### src/rtl/decremento_arbiter.sv
// ---------------------------------------------------------------------------
// decremento_arbiter
//
// Two-requester round-robin arbiter feeding a registered decrement unit.
// In IDLE the block grants one of the two operand requesters, takes the
// granted operand on a valid/ready handshake and computes Op - 1. It does
// this as Op + all-ones, which gives the carry-out flag directly. The result
// and its flags are held in DONE until the consumer takes them, so at most
// one result is produced every two cycles.
//
// Ports
//   clk          system clock, rising edge
//   rst_n        asynchronous active-low reset
//   a_valid_i    requester A has an operand
//   a_data_i     requester A signed operand
//   a_ready_o    A operand accepted this cycle (with a_valid_i)
//   b_valid_i    requester B has an operand
//   b_data_i     requester B signed operand
//   b_ready_o    B operand accepted this cycle (with b_valid_i)
//   res_valid_o  result registers hold a valid result
//   res_ready_i  consumer takes the result this cycle (with res_valid_o)
//   res_data_o   registered Op - 1, two's complement, wraps
//   res_src_o    origin of result: 0 = A, 1 = B
//   res_n_o      negative flag (res_data_o MSB)
//   res_v_o      signed overflow flag
//   res_co_o     carry-out of Op + all-ones
// ---------------------------------------------------------------------------
module decremento_arbiter #(
    parameter int unsigned bits = 4
) (
    input  logic            clk,
    input  logic            rst_n,

    input  logic            a_valid_i,
    input  logic [bits-1:0] a_data_i,
    output logic            a_ready_o,

    input  logic            b_valid_i,
    input  logic [bits-1:0] b_data_i,
    output logic            b_ready_o,

    output logic            res_valid_o,
    input  logic            res_ready_i,
    output logic [bits-1:0] res_data_o,
    output logic            res_src_o,
    output logic            res_n_o,
    output logic            res_v_o,
    output logic            res_co_o
);

    typedef enum logic [0:0] {
        StIdle,
        StDone
    } state_e;

    state_e          state_q, state_d;
    logic            last_src_q, last_src_d;
    logic [bits-1:0] res_data_q, res_data_d;
    logic            res_src_q, res_src_d;
    logic            res_v_q, res_v_d;
    logic            res_co_q, res_co_d;

    // Cleared by reset and set on the first edge after release, so no
    // handshake can complete on the edge that releases reset.
    logic            en_q;

    logic            grant_a;
    logic            grant_b;
    logic            accept_en;
    logic            handshake;
    logic [bits-1:0] op;
    logic [bits:0]   sum;

    // ------------------------------------------------------------------
    // Grant: a lone requester wins. Under contention the one that was
    // not served last wins.
    // ------------------------------------------------------------------
    always_comb begin
        grant_a = a_valid_i && (!b_valid_i || last_src_q);
        grant_b = b_valid_i && (!a_valid_i || !last_src_q);
    end

    always_comb begin
        accept_en = en_q && (state_q == StIdle);
        a_ready_o = accept_en && grant_a;
        b_ready_o = accept_en && grant_b;
        handshake = (a_valid_i && a_ready_o) || (b_valid_i && b_ready_o);
    end

    // ------------------------------------------------------------------
    // Datapath: Op + {bits{1'b1}} on a bits+1 wide adder. The top bit is
    // the carry-out, which is 1 for every Op except zero. Overflow happens
    // only when a negative operand turns non-negative, which is the
    // minimum value wrapping to the maximum.
    // ------------------------------------------------------------------
    always_comb begin
        op  = grant_b ? b_data_i : a_data_i;
        sum = {1'b0, op} + {1'b0, {bits{1'b1}}};
    end

    // ------------------------------------------------------------------
    // Next-state logic
    // ------------------------------------------------------------------
    always_comb begin
        state_d    = state_q;
        last_src_d = last_src_q;
        res_data_d = res_data_q;
        res_src_d  = res_src_q;
        res_v_d    = res_v_q;
        res_co_d   = res_co_q;

        unique case (state_q)
            StIdle: begin
                if (handshake) begin
                    res_data_d = sum[bits-1:0];
                    res_co_d   = sum[bits];
                    res_v_d    = op[bits-1] && !sum[bits-1];
                    res_src_d  = grant_b;
                    last_src_d = grant_b;
                    state_d    = StDone;
                end
            end
            StDone: begin
                if (res_ready_i) begin
                    state_d = StIdle;
                end
            end
            default: begin
                state_d = StIdle;
            end
        endcase
    end

    // ------------------------------------------------------------------
    // State registers
    // ------------------------------------------------------------------
    always_ff @(posedge clk or negedge rst_n) begin
        if (!rst_n) begin
            state_q    <= StIdle;
            last_src_q <= 1'b1;
            en_q       <= 1'b0;
            res_data_q <= '0;
            res_src_q  <= 1'b0;
            res_v_q    <= 1'b0;
            res_co_q   <= 1'b0;
        end else begin
            state_q    <= state_d;
            last_src_q <= last_src_d;
            en_q       <= 1'b1;
            res_data_q <= res_data_d;
            res_src_q  <= res_src_d;
            res_v_q    <= res_v_d;
            res_co_q   <= res_co_d;
        end
    end

    // ------------------------------------------------------------------
    // Outputs
    // ------------------------------------------------------------------
    always_comb begin
        res_valid_o = (state_q == StDone);
        res_data_o  = res_data_q;
        res_src_o   = res_src_q;
        res_n_o     = res_data_q[bits-1];
        res_v_o     = res_v_q;
        res_co_o    = res_co_q;
    end

endmodule

### config.mk
export PLATFORM = sky130hd
export DESIGN_NAME = decremento_arbiter
export DESIGN_NICKNAME = d
export VERILOG_FILES = /design/src/rtl/decremento_arbiter.sv
export SDC_FILE = /design/constraint.sdc
export NUM_CORES = 1
export LEC_CHECK = 0
export BUFFER_PORTS_ARGS = -buffer_cell sky130_fd_sc_hd__buf_2
export CELL_PAD_IN_SITES_DETAIL_PLACEMENT = 1
export CELL_PAD_IN_SITES_GLOBAL_PLACEMENT = 1
export CORE_MARGIN = 1
export CORE_UTILIZATION = 31
export DETAILED_ROUTE_END_ITERATION = 8
export PLACE_DENSITY_LB_ADDON = 0.1
export SYNTH_ARGS = -nofsm -noshare
export SYNTH_HDL_FRONTEND = slang
export SYNTH_SLANG_ARGS = --single-unit
### constraint.sdc
create_clock -name clk -period 2.06 [get_ports clk]
set_clock_uncertainty 0.05 [all_clocks]
set_input_delay 0.309 -clock clk [delete_from_list [all_inputs] [get_ports clk]]
set_output_delay 0.309 -clock clk [all_outputs]
set_load 0.01 [all_outputs]
* Word-level counts from Yosys, hierarchy flattened
Index checks and enable logic that the tools add are counted.
** Word-level totals
- Flip-flop bits (word level) :: 10
- Bits of input ports :: 13
** Cells by class
- $add $sub $neg :: 1
- Mux-type cells :: 4
- Bitwise logic cells :: 1
- Reduce and logical (&&, ||, !) cells :: 16
** Operators with widths (count)
- $logic_and A1 B1 Y1 :: 8
- $add A4 B4 Y5 const B :: 1
- $logic_not A1 Y1 :: 4
- $mux W4 :: 1
- $logic_or A1 B1 Y1 :: 3
- $mux W1 :: 2
- $pmux W1 S2 :: 1
- $reduce_and A2 Y1 :: 1
- $not A1 Y1 :: 1

* Depth between registers and ports, before layout
Gate-level depths: netlist of the first run.
- Word-level depth :: 8
- Mapped depth :: 5
- Depth with buffers taken out :: 5

* Worst setup path before layout of the first run
OpenSTA, ideal clock, no wires.
- Kind :: register to register
- From :: register last_src_q
- To :: register res_data_q[3] (netlist: res_data_o[3])
- Data arrival time :: 1.517 ns
- Data required time :: 1.885 ns
- Path slack :: 0.369 ns
- Cell stages (with the launch flop) :: 6
- Buffers on the path :: 0
- Clock period less this slack :: 1.691 ns
- Cell sequence :: dfstp_2 -> a21boi_4 -> mux2i_1 -> and3_2 -> ha_1 -> mux2_2
** Between the ends
- Elaborated cells on any way between the ends :: 13
- Classes of those cells :: 1 x add/sub; 1 x mux; 11 x reduce/logical
** RTL lines
- start, declared :: RTL line 57 : logic last_src_q, last_src_d;
- start signal, assigned :: RTL line 148 : last_src_q <= last_src_d;
- $logic_not A1 Y1 :: RTL line 80 : grant_b = b_valid_i && (!a_valid_i || !last_src_q);
- $logic_or A1 B1 Y1 :: RTL line 80
- $logic_and A1 B1 Y1 :: RTL line 80
- $mux W4 :: RTL line 97 : op = grant_b ? b_data_i : a_data_i;
- $add A4 B4 Y5 :: RTL line 98 : sum = {1'b0, op} + {1'b0, {bits{1'b1}}};
- net sum[3] :: RTL line 72 : logic [bits:0] sum;
- end signal, assigned :: RTL line 150 : res_data_q <= res_data_d;
- end, declared :: RTL line 58 : logic [bits-1:0] res_data_q, res_data_d;
The timed path passes the listed nets, and every way through them passes these cells.
A chain may end at the register's enable or synchronous reset.

* Final worst setup path of the first run
- From :: register state_q (netlist: res_valid_o)
- To :: output a_ready_o
** Between the ends
- Cells in the longest elaborated chain, start to end :: 3
** RTL lines
- start, declared :: RTL line 56 : state_e state_q, state_d;
- start signal, assigned :: RTL line 139 : state_q <= StIdle;
- start signal, assigned :: RTL line 147 : state_q <= state_d;
- $not A1 Y1 (no line)
- $logic_and A1 B1 Y1 :: RTL line 84 : accept_en = en_q && (state_q == StIdle);
- $logic_and A1 B1 Y1 :: RTL line 85 : a_ready_o = accept_en && grant_a;
- end, declared :: RTL line 36 : output logic a_ready_o,
No other way between the ends.

==> metrics.log, run 1 <==
INFO  metric layout-drive-gt1-share = 0.521
INFO  metric chip_width = 42.1 um
INFO  metric timing_worst_setup_path_type = reg -> out
INFO  metric postRouteAntennaNets = 0
INFO  metric final_core_utilization = 0.451
INFO  metric yosysWarningCount = 0
INFO  metric grt_first_pass_wirelength = 1770 um
INFO  metric dieArea = 0.00177 mm^2
INFO  metric crit_slowest_cell = sky130_fd_sc_hd__dfrtp_1
INFO  metric final_hold_viol_count = 0
INFO  metric timing.hold.worst.class = in -> reg
INFO  metric synth_commonest_cells = sky130_fd_sc_hd__dfrtp_1 (9), sky130_fd_sc_hd__mux2_2 (4), sky130_fd_sc_hd__mux2i_1 (4)
INFO  metric clock_sink_count = 10
INFO  metric vias = 406
INFO  metric place_congestion = 0.667
INFO  metric skew_pair_late_insertion_delay = 270 ps
INFO  metric required_arrival_time_at_the_worst_endpoint = 1700 ps
INFO  metric static_leakage = 0.000358 uW
INFO  metric grt_util_all_layers = 0.136
INFO  metric place_ws = 194 ps
INFO  metric timing.critical_path.slowest_cell_delay = 390 ps
INFO  metric drc_errors = 0
INFO  metric ys_async_sr_fraction = 1.00
INFO  metric areaGrowthSynthToFinish = 36.4%
INFO  metric final_period_minus_worst_setup_slack = 1790 ps
INFO  metric avgSynthCellArea = 11.6 um^2
INFO  metric cts_repair_resize_count = 0
INFO  metric grt_antenna_before_repair = 0
INFO  metric maxSlewViolCount = 0
INFO  metric synth_largest_type_area_fraction = 0.452
INFO  metric io-pin-count = 24
INFO  metric clock_tree_buf_depth = 2
INFO  metric nFillCells = 180
INFO  metric initial_core_util = 0.331
INFO  metric cts.htree.levels = 1
INFO  metric firstDrtPassIters = 3
INFO  metric syn_nets = 58
INFO  metric yosys.area.top_type = sky130_fd_sc_hd__dfrtp_1
INFO  metric totalPowerFinal = 647 uW
INFO  metric core_area = 0.00151 mm^2
INFO  metric worst-path-buf-inv = 1
INFO  metric nets = 87
INFO  metric first_global_vias = 432
INFO  metric synth-seq-area-share = 0.505
INFO  metric seqCellArea = 251 um^2
INFO  metric drt-initial-drc-count = 3
INFO  metric syn_inst = 43
INFO  metric hpwlAfterDp = 808 um
INFO  metric whs = 169 ps
INFO  metric routed_wire_length_per_instance = 11.4 um
INFO  metric power.density = 952 mW/mm^2
INFO  metric upper_clock_frequency_limit = 559 MHz
INFO  metric grt_setup_unrepaired = false
INFO  metric ir_drop = 0.435 mV
INFO  metric grt_remaining_overflow = 0
INFO  metric flops_latches_synth = 10
INFO  metric numPortBuffers = 23
INFO  metric viasPerCell = 4.67
INFO  metric grt_max_degree = 11
INFO  metric fin_tns_setup = 0 ps
INFO  metric cts_made_buffers = 3
INFO  metric ys.flop_type = sky130_fd_sc_hd__dfrtp_1
INFO  metric post-synth-top-count-cell = sky130_fd_sc_hd__dfrtp_1
INFO  metric final_period_utilization = 0.869
INFO  metric worst_path_dominant_cell_family = simple AND/OR/NAND/NOR gates
INFO  metric cts_root_buffer = sky130_fd_sc_hd__clkbuf_4
INFO  metric setup_viol = 0
INFO  metric clock_tree_from_tritoncts = built
INFO  metric cts.reportedPaths.clkPinSlew = 70 ps
INFO  metric detail_route.wirelength = 992 um
INFO  metric run_status = finished, final reports clean
INFO  metric worst-path-max-fanout = 6
INFO  metric netlist-cell-type-count = 21
INFO  metric floorplan.rows = 14
INFO  metric cp_cell_sequence = nor2b_1, nand2_1, a21oi_1, buf_2
INFO  metric setup.worst_path.end_class = output port
INFO  metric critical_path_arrival = 1430 ps
INFO  metric floorplan.die.height = 42.1 um
INFO  metric synthesis.area = 498 um^2
INFO  metric maxCapViolCount = 0
INFO  metric antennaDiodeCount = 0
INFO  metric synth_enable_flop_cells = 0
INFO  metric ys_top_cells_by_area = sky130_fd_sc_hd__dfrtp_1 (45%), sky130_fd_sc_hd__mux2_2 (9.0%), sky130_fd_sc_hd__mux2i_1 (8.0%)
INFO  metric startpoint_type = register
INFO  metric area_of_the_multi_input_gates = 228 um^2
INFO  metric timing.final.ws_setup = 270 ps
## sequential cells by signal, indices dropped and copies added (netlist names)
name         cells
res_data_o       4
en_q             1
last_src_q       1
res_co_o         1
res_src_o        1
res_v_o          1
res_valid_o      1
## where the power goes
group          total (uW)  switching (uW)  internal, uW
clock network         174            66.3           107
registers             280            31.5           249
logic                 193            99.0          94.1
total                 647             197           450
## cells by family after synthesis
logic type               synth area share
buffers and inverters              0.0377
other                             0.00753
adder cells (fa/ha/maj)            0.0502
XOR/XNOR                           0.0176
flip-flops                          0.505
AO/OA/AOI/OAI                       0.128
AND/OR/NAND/NOR                    0.0829
multiplexers                        0.171
## through the flow
stage	cells	area [um^2]
floorplan	43	498
global placement	82	633
detailed placement	82	633
CTS	87	679
global route	87	679
finish	87	679
## final timing paths
kind                               start            end  slack (ps)  cells after the start
setup / recovery             res_valid_o      a_ready_o         270                      4
hold / removal               res_ready_i    res_valid_o         170                      2
setup reg to reg              last_src_q  res_data_o[3]         330                      5
hold reg to reg            res_data_o[2]  res_data_o[2]         430                      2
max in group asynchronous          rst_n     last_src_q        1330                      2
min in group asynchronous          rst_n  res_data_o[3]         380                      2
## cells in the final DEF (no fill, tap or decap)
cell / Yosys / routed
sky130_fd_sc_hd__buf_2: 0 / 23
sky130_fd_sc_hd__dfrtp_1: 9 / 9
sky130_fd_sc_hd__mux2i_1: 4 / 4
sky130_fd_sc_hd__mux2_2: 4 / 4
sky130_fd_sc_hd__inv_1: 3 / 3
sky130_fd_sc_hd__nand2_1: 3 / 3
sky130_fd_sc_hd__a21oi_1: 3 / 3
sky130_fd_sc_hd__clkbuf_4: 0 / 3
sky130_fd_sc_hd__o21ai_0: 2 / 2
sky130_fd_sc_hd__ha_1: 2 / 2
sky130_fd_sc_hd__a21boi_4: 1 / 1
sky130_fd_sc_hd__and3_2: 1 / 1
sky130_fd_sc_hd__nor2b_1: 1 / 1
sky130_fd_sc_hd__and2_2: 1 / 1
sky130_fd_sc_hd__o21ai_2: 1 / 1
sky130_fd_sc_hd__nor2_1: 1 / 1
sky130_fd_sc_hd__nand3_1: 1 / 1
sky130_fd_sc_hd__xor2_1: 1 / 1
sky130_fd_sc_hd__o21ai_1: 1 / 1
sky130_fd_sc_hd__a31oi_1: 1 / 1
sky130_fd_sc_hd__clkbuf_8: 0 / 1
sky130_fd_sc_hd__conb_1: 1 / 1
sky130_fd_sc_hd__dlygate4sd3_1: 0 / 1
sky130_fd_sc_hd__dfstp_2: 1 / 1
sky130_fd_sc_hd__buf_4: 1 / 1
## per-layer routing
| metal | track usage | wire length [um] | vias to the layer above |
|---|---|---|---|
| met4 | 0.0375 | 0 | 0 |
| li1 | - | - | 202 |
| met2 | 0.222 | 518 | 13 |
| met5 | 0 | 0 | - |
| met3 | 0.0776 | 74 | 0 |
| met1 | 0.153 | 399 | 191 |
## final cells by class
cell class              count  area share
clock buffers               4      0.0534
inverters                   3      0.0166
multi-input cells          29       0.335
flip-flops and latches     10       0.370
well taps                  16      0.0295
repair buffers             25       0.195
## what timing repair did
item / 4_1_cts / 5_1_grt
hold endpoints to repair: 9 / 0
hold buffers: 1 / 0
buffers inserted: 0 / 0
Note: power is estimated with default switching activity, not from simulation.
==> run 2, diff against run 1 <==
--- a/config.mk
+++ b/config.mk
@@ -6,12 +6,13 @@
 export NUM_CORES = 1
 export LEC_CHECK = 0
 export BUFFER_PORTS_ARGS = -buffer_cell sky130_fd_sc_hd__buf_2
-export CELL_PAD_IN_SITES_DETAIL_PLACEMENT = 1
+export CELL_PAD_IN_SITES_DETAIL_PLACEMENT = 0
 export CELL_PAD_IN_SITES_GLOBAL_PLACEMENT = 1
 export CORE_MARGIN = 1
 export CORE_UTILIZATION = 31
 export DETAILED_ROUTE_END_ITERATION = 8
 export PLACE_DENSITY_LB_ADDON = 0.1
+export RECOVER_POWER = 100
 export SYNTH_ARGS = -nofsm -noshare
 export SYNTH_HDL_FRONTEND = slang
 export SYNTH_SLANG_ARGS = --single-unit
==> metrics.log, run 2 (synthesis gave the netlist of run 1 again) <==
INFO  metric cts_repair_resize_count = 0 (unchanged)
INFO  metric cts_made_buffers = 3 (unchanged)
INFO  metric power.density = 957 mW/mm^2 (+0.47%)
INFO  metric first_global_vias = 353 (-18%)
INFO  metric ir_drop = 0.493 mV (+13%)
INFO  metric crit_slowest_cell = sky130_fd_sc_hd__dfstp_2
INFO  metric path_depth = 5 (+1)
INFO  metric detailroute.wirelength.met2 = 444 um (-14%)
INFO  metric final_cell_mix = sky130_fd_sc_hd__clkbuf_1 (12), sky130_fd_sc_hd__buf_2 (11), sky130_fd_sc_hd__dfrtp_1 (9), sky130_fd_sc_hd__mux2i_1 (4), sky130_fd_sc_hd__mux2_2 (4)
INFO  metric worst_path_dominant_cell_family = multiplexers
INFO  metric critical_path.startpoint = last_src_q
INFO  metric final_period_utilization = 0.890 (+0.0215)
INFO  metric setup.worst_path.end_class = register
INFO  metric core_area = 0.00151 mm^2 (unchanged)
INFO  metric share_seq_of_total_power = 0.448 (+0.015)
INFO  metric cp_cell_sequence = a21boi_2, mux2i_1, and3_2, ha_1, mux2_2
INFO  metric final_period_minus_worst_setup_slack = 1830 ps (+44.2 ps)
INFO  metric skew_pair_late_insertion_delay = 260 ps (about the same)
INFO  metric nets = 87 (unchanged)
INFO  metric drc_errors = 1 (+1)
INFO  metric clock_sink_count = 10 (unchanged)
INFO  metric postRouteAntennaNets = 0 (unchanged)
INFO  metric detailroute.wirelength.met3 = 72 um (-2.7%)
INFO  metric static_leakage = 0.000315 uW (-12%)
INFO  metric routed_wire_length_per_instance = 10.5 um (-7.6%)
INFO  metric initial_core_util = 0.331 (unchanged)
INFO  metric grt_first_pass_wirelength = 1580 um (-11%)
INFO  metric fin_tns_setup = 0 ps (unchanged)
INFO  metric drt-initial-drc-count = 3 (unchanged)
INFO  metric placedInstanceArea = 633 um^2 (unchanged)
INFO  metric run_status = finished, violations left
INFO  metric worst-path-buf-inv = 0 (-1)
INFO  metric clock_tree_from_tritoncts = built
INFO  metric max_slew_margin = 0.548
INFO  metric dieArea = 0.00177 mm^2 (unchanged)
INFO  metric viasPerCell = 4.52 (-3.2%)
INFO  metric layout-drive-gt1-share = 0.338 (-0.183)
INFO  metric dpl.cell_count = 82 (unchanged)
INFO  metric startpoint_type = register
INFO  metric grt_max_degree = 11 (unchanged)
INFO  metric wirelength_met1 = 400 um (+0.25%)
INFO  metric firstDrtPassIters = 6 (+3)
INFO  metric maxCapViolCount = 0 (unchanged)
INFO  metric final_core_utilization = 0.434 (-0.0174)
INFO  metric rr_endpoint = res_data_o[3]
INFO  metric failed_checks = design-rule violations
INFO  metric critical_path_arrival = 1940 ps (+510 ps)
INFO  metric areaGrowthSynthToFinish = 31.2%
INFO  metric cts.htree.levels = 1 (unchanged)
INFO  metric worst_r2r_startpoint = last_src_q
INFO  metric vias = 393 (-3.2%)
INFO  metric antennaDiodeCount = 0 (unchanged)
INFO  metric totalPowerFinal = 625 uW (-3.4%)
INFO  metric numPortBuffers = 23 (unchanged)
INFO  metric upper_clock_frequency_limit = 545 MHz (-2.4%)
INFO  metric grt_antenna_before_repair = 0 (unchanged)
INFO  metric setup_viol = 0 (unchanged)
INFO  metric postcts_setup_bufs = 0 (unchanged)
INFO  metric final-instance-count-excl-fill = 87 (unchanged)
INFO  metric fin_area = 653 um^2 (-3.9%)
INFO  metric clock_tree_buf_depth = 2 (unchanged)
INFO  metric grt_setup_unrepaired = false
INFO  metric maxSlewViolCount = 0 (unchanged)
INFO  metric dr.max_layer_used = met3
INFO  metric ctsHoldBuffers = 1 (unchanged)
INFO  metric rr_worst_depth = 5 (unchanged)
INFO  metric required_arrival_time_at_the_worst_endpoint = 2160 ps (+460 ps)
INFO  metric timing_worst_slew_pin_value = 673 ps
INFO  metric floorplan.rows = 14 (unchanged)
INFO  metric final_hold_viol_count = 0 (unchanged)
INFO  metric timing.critical_path.slowest_cell_delay = 390 ps (about the same)
INFO  metric cts.reportedPaths.clkPinSlew = 60 ps (about the same)
INFO  metric floorplan.die.height = 42.1 um (unchanged)
INFO  metric detail_route.wirelength = 917 um (-7.6%)
INFO  metric power_frac_comb = 0.277 (-0.021)
INFO  metric chip_width = 42.1 um (unchanged)
INFO  metric mostFrequentLayoutCell = sky130_fd_sc_hd__clkbuf_1
INFO  metric power_frac_clock = 0.275 (+0.007)
INFO  metric regToRegSetupSlack = 230 ps (-100 ps)
INFO  metric switching_share = 0.305 (+0.00127)
INFO  metric setup.worst_path.end = res_data_o[3]
INFO  metric io-pin-count = 24 (unchanged)
INFO  metric timing.hold.worst.class = in -> reg
INFO  metric place_congestion = 0.667 (unchanged)
INFO  metric worst-path-max-fanout = 5 (-1)
INFO  metric timing_worst_setup_path_type = reg -> reg
INFO  metric largest_reg_flops = 4 (unchanged)
INFO  metric grt_remaining_overflow = 0 (unchanged)
INFO  metric netSwitchingPower = 191 uW (-3.0%)
INFO  metric cts_root_buffer = sky130_fd_sc_hd__clkbuf_4
INFO  metric grt_util_all_layers = 0.124 (-0.0125)
INFO  metric cell_internal_power = 434 uW (-3.6%)
## run 2: cell types whose count changed in the layout (fill, tap and decap cells not counted), sizes merged
| cell | previous run | this run |
|---|---|---|
| clkbuf | 4 | 16 |
| buf | 24 | 12 |
## run 2: through the flow
step | worst slack, ps | hold WS (ps)
after floorplan | 369 | -36.6
after global placement | 220 | 139
after detailed placement | 172 | 132
after CTS | 278 | 154
after global routing | 57.3 | 144
final | 226 | 165
## run 2: worst reg2reg max path: stages, from the launching register on
cell	delay, ps
sky130_fd_sc_hd__dfstp_2	390
sky130_fd_sc_hd__a21boi_2	290
sky130_fd_sc_hd__mux2i_1	310
sky130_fd_sc_hd__and3_2	220
sky130_fd_sc_hd__ha_1	210
sky130_fd_sc_hd__mux2_2	250
## run 2: worst min path at each step
stage,start,end,depth (start not counted)
CTS,res_ready_i,res_valid_o,2
floorplan,rst_n,en_q,0
global placement,rst_n,res_co_o,1
global route,res_ready_i,res_valid_o,2
detailed placement,rst_n,res_co_o,1
finish,res_ready_i,res_valid_o,2
## run 2: cell type report
class / instances / area, um^2
fill: 158 / 853
sequential: 10 / 251
multi-input combinational: 29 / 216
timing repair buffer: 25 / 118
clock buffer: 4 / 36.3
tap: 16 / 20.0
inverter: 3 / 11.3
## run 2: power groups by stage
stage               Sequential [uW]  Combinational (uW)  Clock (uW)
floorplan                       301                99.8           0
global placement                285                 191           0
detailed placement              285                 192           0
CTS                             281                 194         181
global route                    286                 194         192
finish                          280                 173         172
## run 2: layer usage
metal,vias to the layer above,global-route usage
met2,14,0.178
met1,176,0.153
met5,-,0
met3,0,0.0776
li1,203,-
met4,0,0.0375
==> run 3, diff against run 2 <==
--- a/config.mk
+++ b/config.mk
@@ -9,9 +9,9 @@
 export CELL_PAD_IN_SITES_DETAIL_PLACEMENT = 0
 export CELL_PAD_IN_SITES_GLOBAL_PLACEMENT = 1
 export CORE_MARGIN = 1
-export CORE_UTILIZATION = 31
+export CORE_UTILIZATION = 30
 export DETAILED_ROUTE_END_ITERATION = 8
-export PLACE_DENSITY_LB_ADDON = 0.1
+export PLACE_DENSITY = 0.71
 export RECOVER_POWER = 100
 export SYNTH_ARGS = -nofsm -noshare
 export SYNTH_HDL_FRONTEND = slang
==> metrics.log, run 3 (synthesis gave the netlist of run 1 again) <==
INFO  metric final_cell_mix = sky130_fd_sc_hd__clkbuf_1 (12), sky130_fd_sc_hd__buf_2 (11), sky130_fd_sc_hd__dfrtp_1 (9), sky130_fd_sc_hd__mux2i_1 (4), sky130_fd_sc_hd__mux2_2 (4)
INFO  metric cts_repair_resize_count = 0 (unchanged)
INFO  metric placedInstanceArea = 633 um^2 (unchanged)
INFO  metric drt-initial-drc-count = 2 (-1)
INFO  metric numPortBuffers = 23 (unchanged)
INFO  metric io-pin-count = 24 (unchanged)
INFO  metric floorplan.rows = 14 (unchanged)
INFO  metric first_global_vias = 394 (+12%)
INFO  metric cts.reportedPaths.clkPinSlew = 70 ps (about the same)
INFO  metric firstDrtPassIters = 2 (-4)
INFO  metric clock_sink_count = 10 (unchanged)
INFO  metric grt_first_pass_wirelength = 1770 um (+12%)
INFO  metric fin_area = 661 um^2 (+1.1%)
INFO  metric max_slew_margin = 0.532 (-0.0160)
INFO  metric viasPerCell = 4.55 (+0.76%)
INFO  metric timing_worst_setup_path_type = reg -> reg
INFO  metric largest_reg_flops = 4 (unchanged)
INFO  metric grt_setup_unrepaired = false
INFO  metric cts_made_buffers = 3 (unchanged)
INFO  metric clock_tree_buf_depth = 2 (unchanged)
INFO  metric grt_max_degree = 11 (unchanged)
INFO  metric worst-path-max-fanout = 5 (unchanged)
INFO  metric vias = 396 (+0.76%)
INFO  metric chip_width = 42.7 um (+1.6%)
INFO  metric crit_slowest_cell = sky130_fd_sc_hd__dfstp_1
INFO  metric cts_root_buffer = sky130_fd_sc_hd__clkbuf_4
INFO  metric grt_antenna_before_repair = 0 (unchanged)
INFO  metric routed_wire_length_per_instance = 11.9 um (+13%)
INFO  metric critical_path_arrival = 1940 ps (about the same)
INFO  metric dpl.cell_count = 82 (unchanged)
INFO  metric worst-path-buf-inv = 0 (unchanged)
INFO  metric worst_path_dominant_cell_family = flip-flops
INFO  metric maxCapViolCount = 0 (unchanged)
INFO  metric upper_clock_frequency_limit = 546 MHz (about the same)
INFO  metric power.density = 966 mW/mm^2 (+0.96%)
INFO  metric core_area = 0.00152 mm^2 (+1.2%)
INFO  metric postcts_setup_bufs = 0 (unchanged)
INFO  metric setup_viol = 0 (unchanged)
INFO  metric dieArea = 0.00183 mm^2 (+3.2%)
INFO  metric skew_pair_late_insertion_delay = 270 ps (about the same)
INFO  metric nFillCells = 161 (+1.9%)
INFO  metric mostFrequentLayoutCell = sky130_fd_sc_hd__clkbuf_1
INFO  metric layout-drive-gt1-share = 0.324 (-0.0141)
INFO  metric fin_tns_setup = 0 ps (unchanged)
INFO  metric grt_remaining_overflow = 0 (unchanged)
INFO  metric detail_route.wirelength = 1040 um (+13%)
INFO  metric floorplan.die.height = 42.7 um (+1.6%)
INFO  metric setup.worst_path.end_class = register
INFO  metric timing.hold.worst.class = in -> reg
INFO  metric maxSlewViolCount = 0 (unchanged)
INFO  metric cp_cell_sequence = a21boi_4, mux2i_1, and3_2, ha_1, mux2_2
INFO  metric final-instance-count-excl-fill = 87 (unchanged)
INFO  metric drc_errors = 0 (-1)
INFO  metric final_core_utilization = 0.433 (about the same)
INFO  metric cts.htree.levels = 1 (unchanged)
INFO  metric nets = 87 (unchanged)
INFO  metric timing_worst_slew_pin_value = 697 ps (+23.8 ps)
INFO  metric final_hold_viol_count = 0 (unchanged)
INFO  metric clock_tree_from_tritoncts = built
INFO  metric antennaDiodeCount = 0 (unchanged)
INFO  metric ctsHoldBuffers = 1 (unchanged)
INFO  metric areaGrowthSynthToFinish = 32.7%
INFO  metric place_congestion = 0.677 (+1.5%)
INFO  metric final_period_utilization = 0.890 (about the same)
INFO  metric startpoint_type = register
INFO  metric final_period_minus_worst_setup_slack = 1830 ps (-1.63 ps)
INFO  metric static_leakage = 0.000320 uW (+1.3%)
INFO  metric run_status = finished, final reports clean
INFO  metric timing.critical_path.slowest_cell_delay = 620 ps (+230 ps)
INFO  metric required_arrival_time_at_the_worst_endpoint = 2170 ps (about the same)
INFO  metric initial_core_util = 0.327 (-0.00380)
INFO  metric grt_util_all_layers = 0.139 (+0.0153)
INFO  metric postRouteAntennaNets = 0 (unchanged)
INFO  metric ir_drop = 0.335 mV (-32%)
[run 3: cell counts in the layout (fill, tap and decap cells not counted)]
No cell type changed its count.
[run 3: worst paths after layout]
check                         startpoint            end  slack [ps]  cells after the start
max                           last_src_q  res_data_o[3]         230                      5
min                          res_ready_i    res_valid_o         160                      2
max reg2reg                   last_src_q  res_data_o[3]         230                      5
min reg2reg                res_data_o[2]  res_data_o[2]         430                      2
max in group asynchronous          rst_n           en_q        1100                      2
min in group asynchronous          rst_n       res_co_o         490                      2
[run 3: cell type report]
type	instances	area, um^2	share of cell area
Sequential cell	10	251	0.381
Multi-Input combinational cell	29	224	0.339
Timing Repair Buffer	25	118	0.178
Clock buffer	4	36.3	0.0549
Tap cell	16	20.0	0.0303
Inverter	3	11.3	0.0170
[run 3: metrics by stage]
step / setup WS, ps / hold WS, ps / power [uW]
after floorplan: 369 / -36.6 / 401
after global placement: 233 / 136 / 476
after detailed placement: 147 / 131 / 480
after CTS: 242 / 156 / 664
after global routing: 92.6 / 156 / 686
final: 228 / 159 / 638
[run 3: layer usage]
metal | up-vias | routed length (um) | global-route usage
li1 | 201 | - | -
met1 | 183 | 424 | 0.152
met2 | 8 | 534 | 0.218
met3 | 4 | 59 | 0.0681
met4 | 0 | 18 | 0.0750
met5 | - | 0 | 0
[run 3: report_power, final]
group          switching (uW)  total (uW)  leakage, uW  internal (uW)
Combinational            98.3         178     0.000182           79.9
Clock                    72.3         180    0.0000210            107
Sequential               33.7         280     0.000116            246
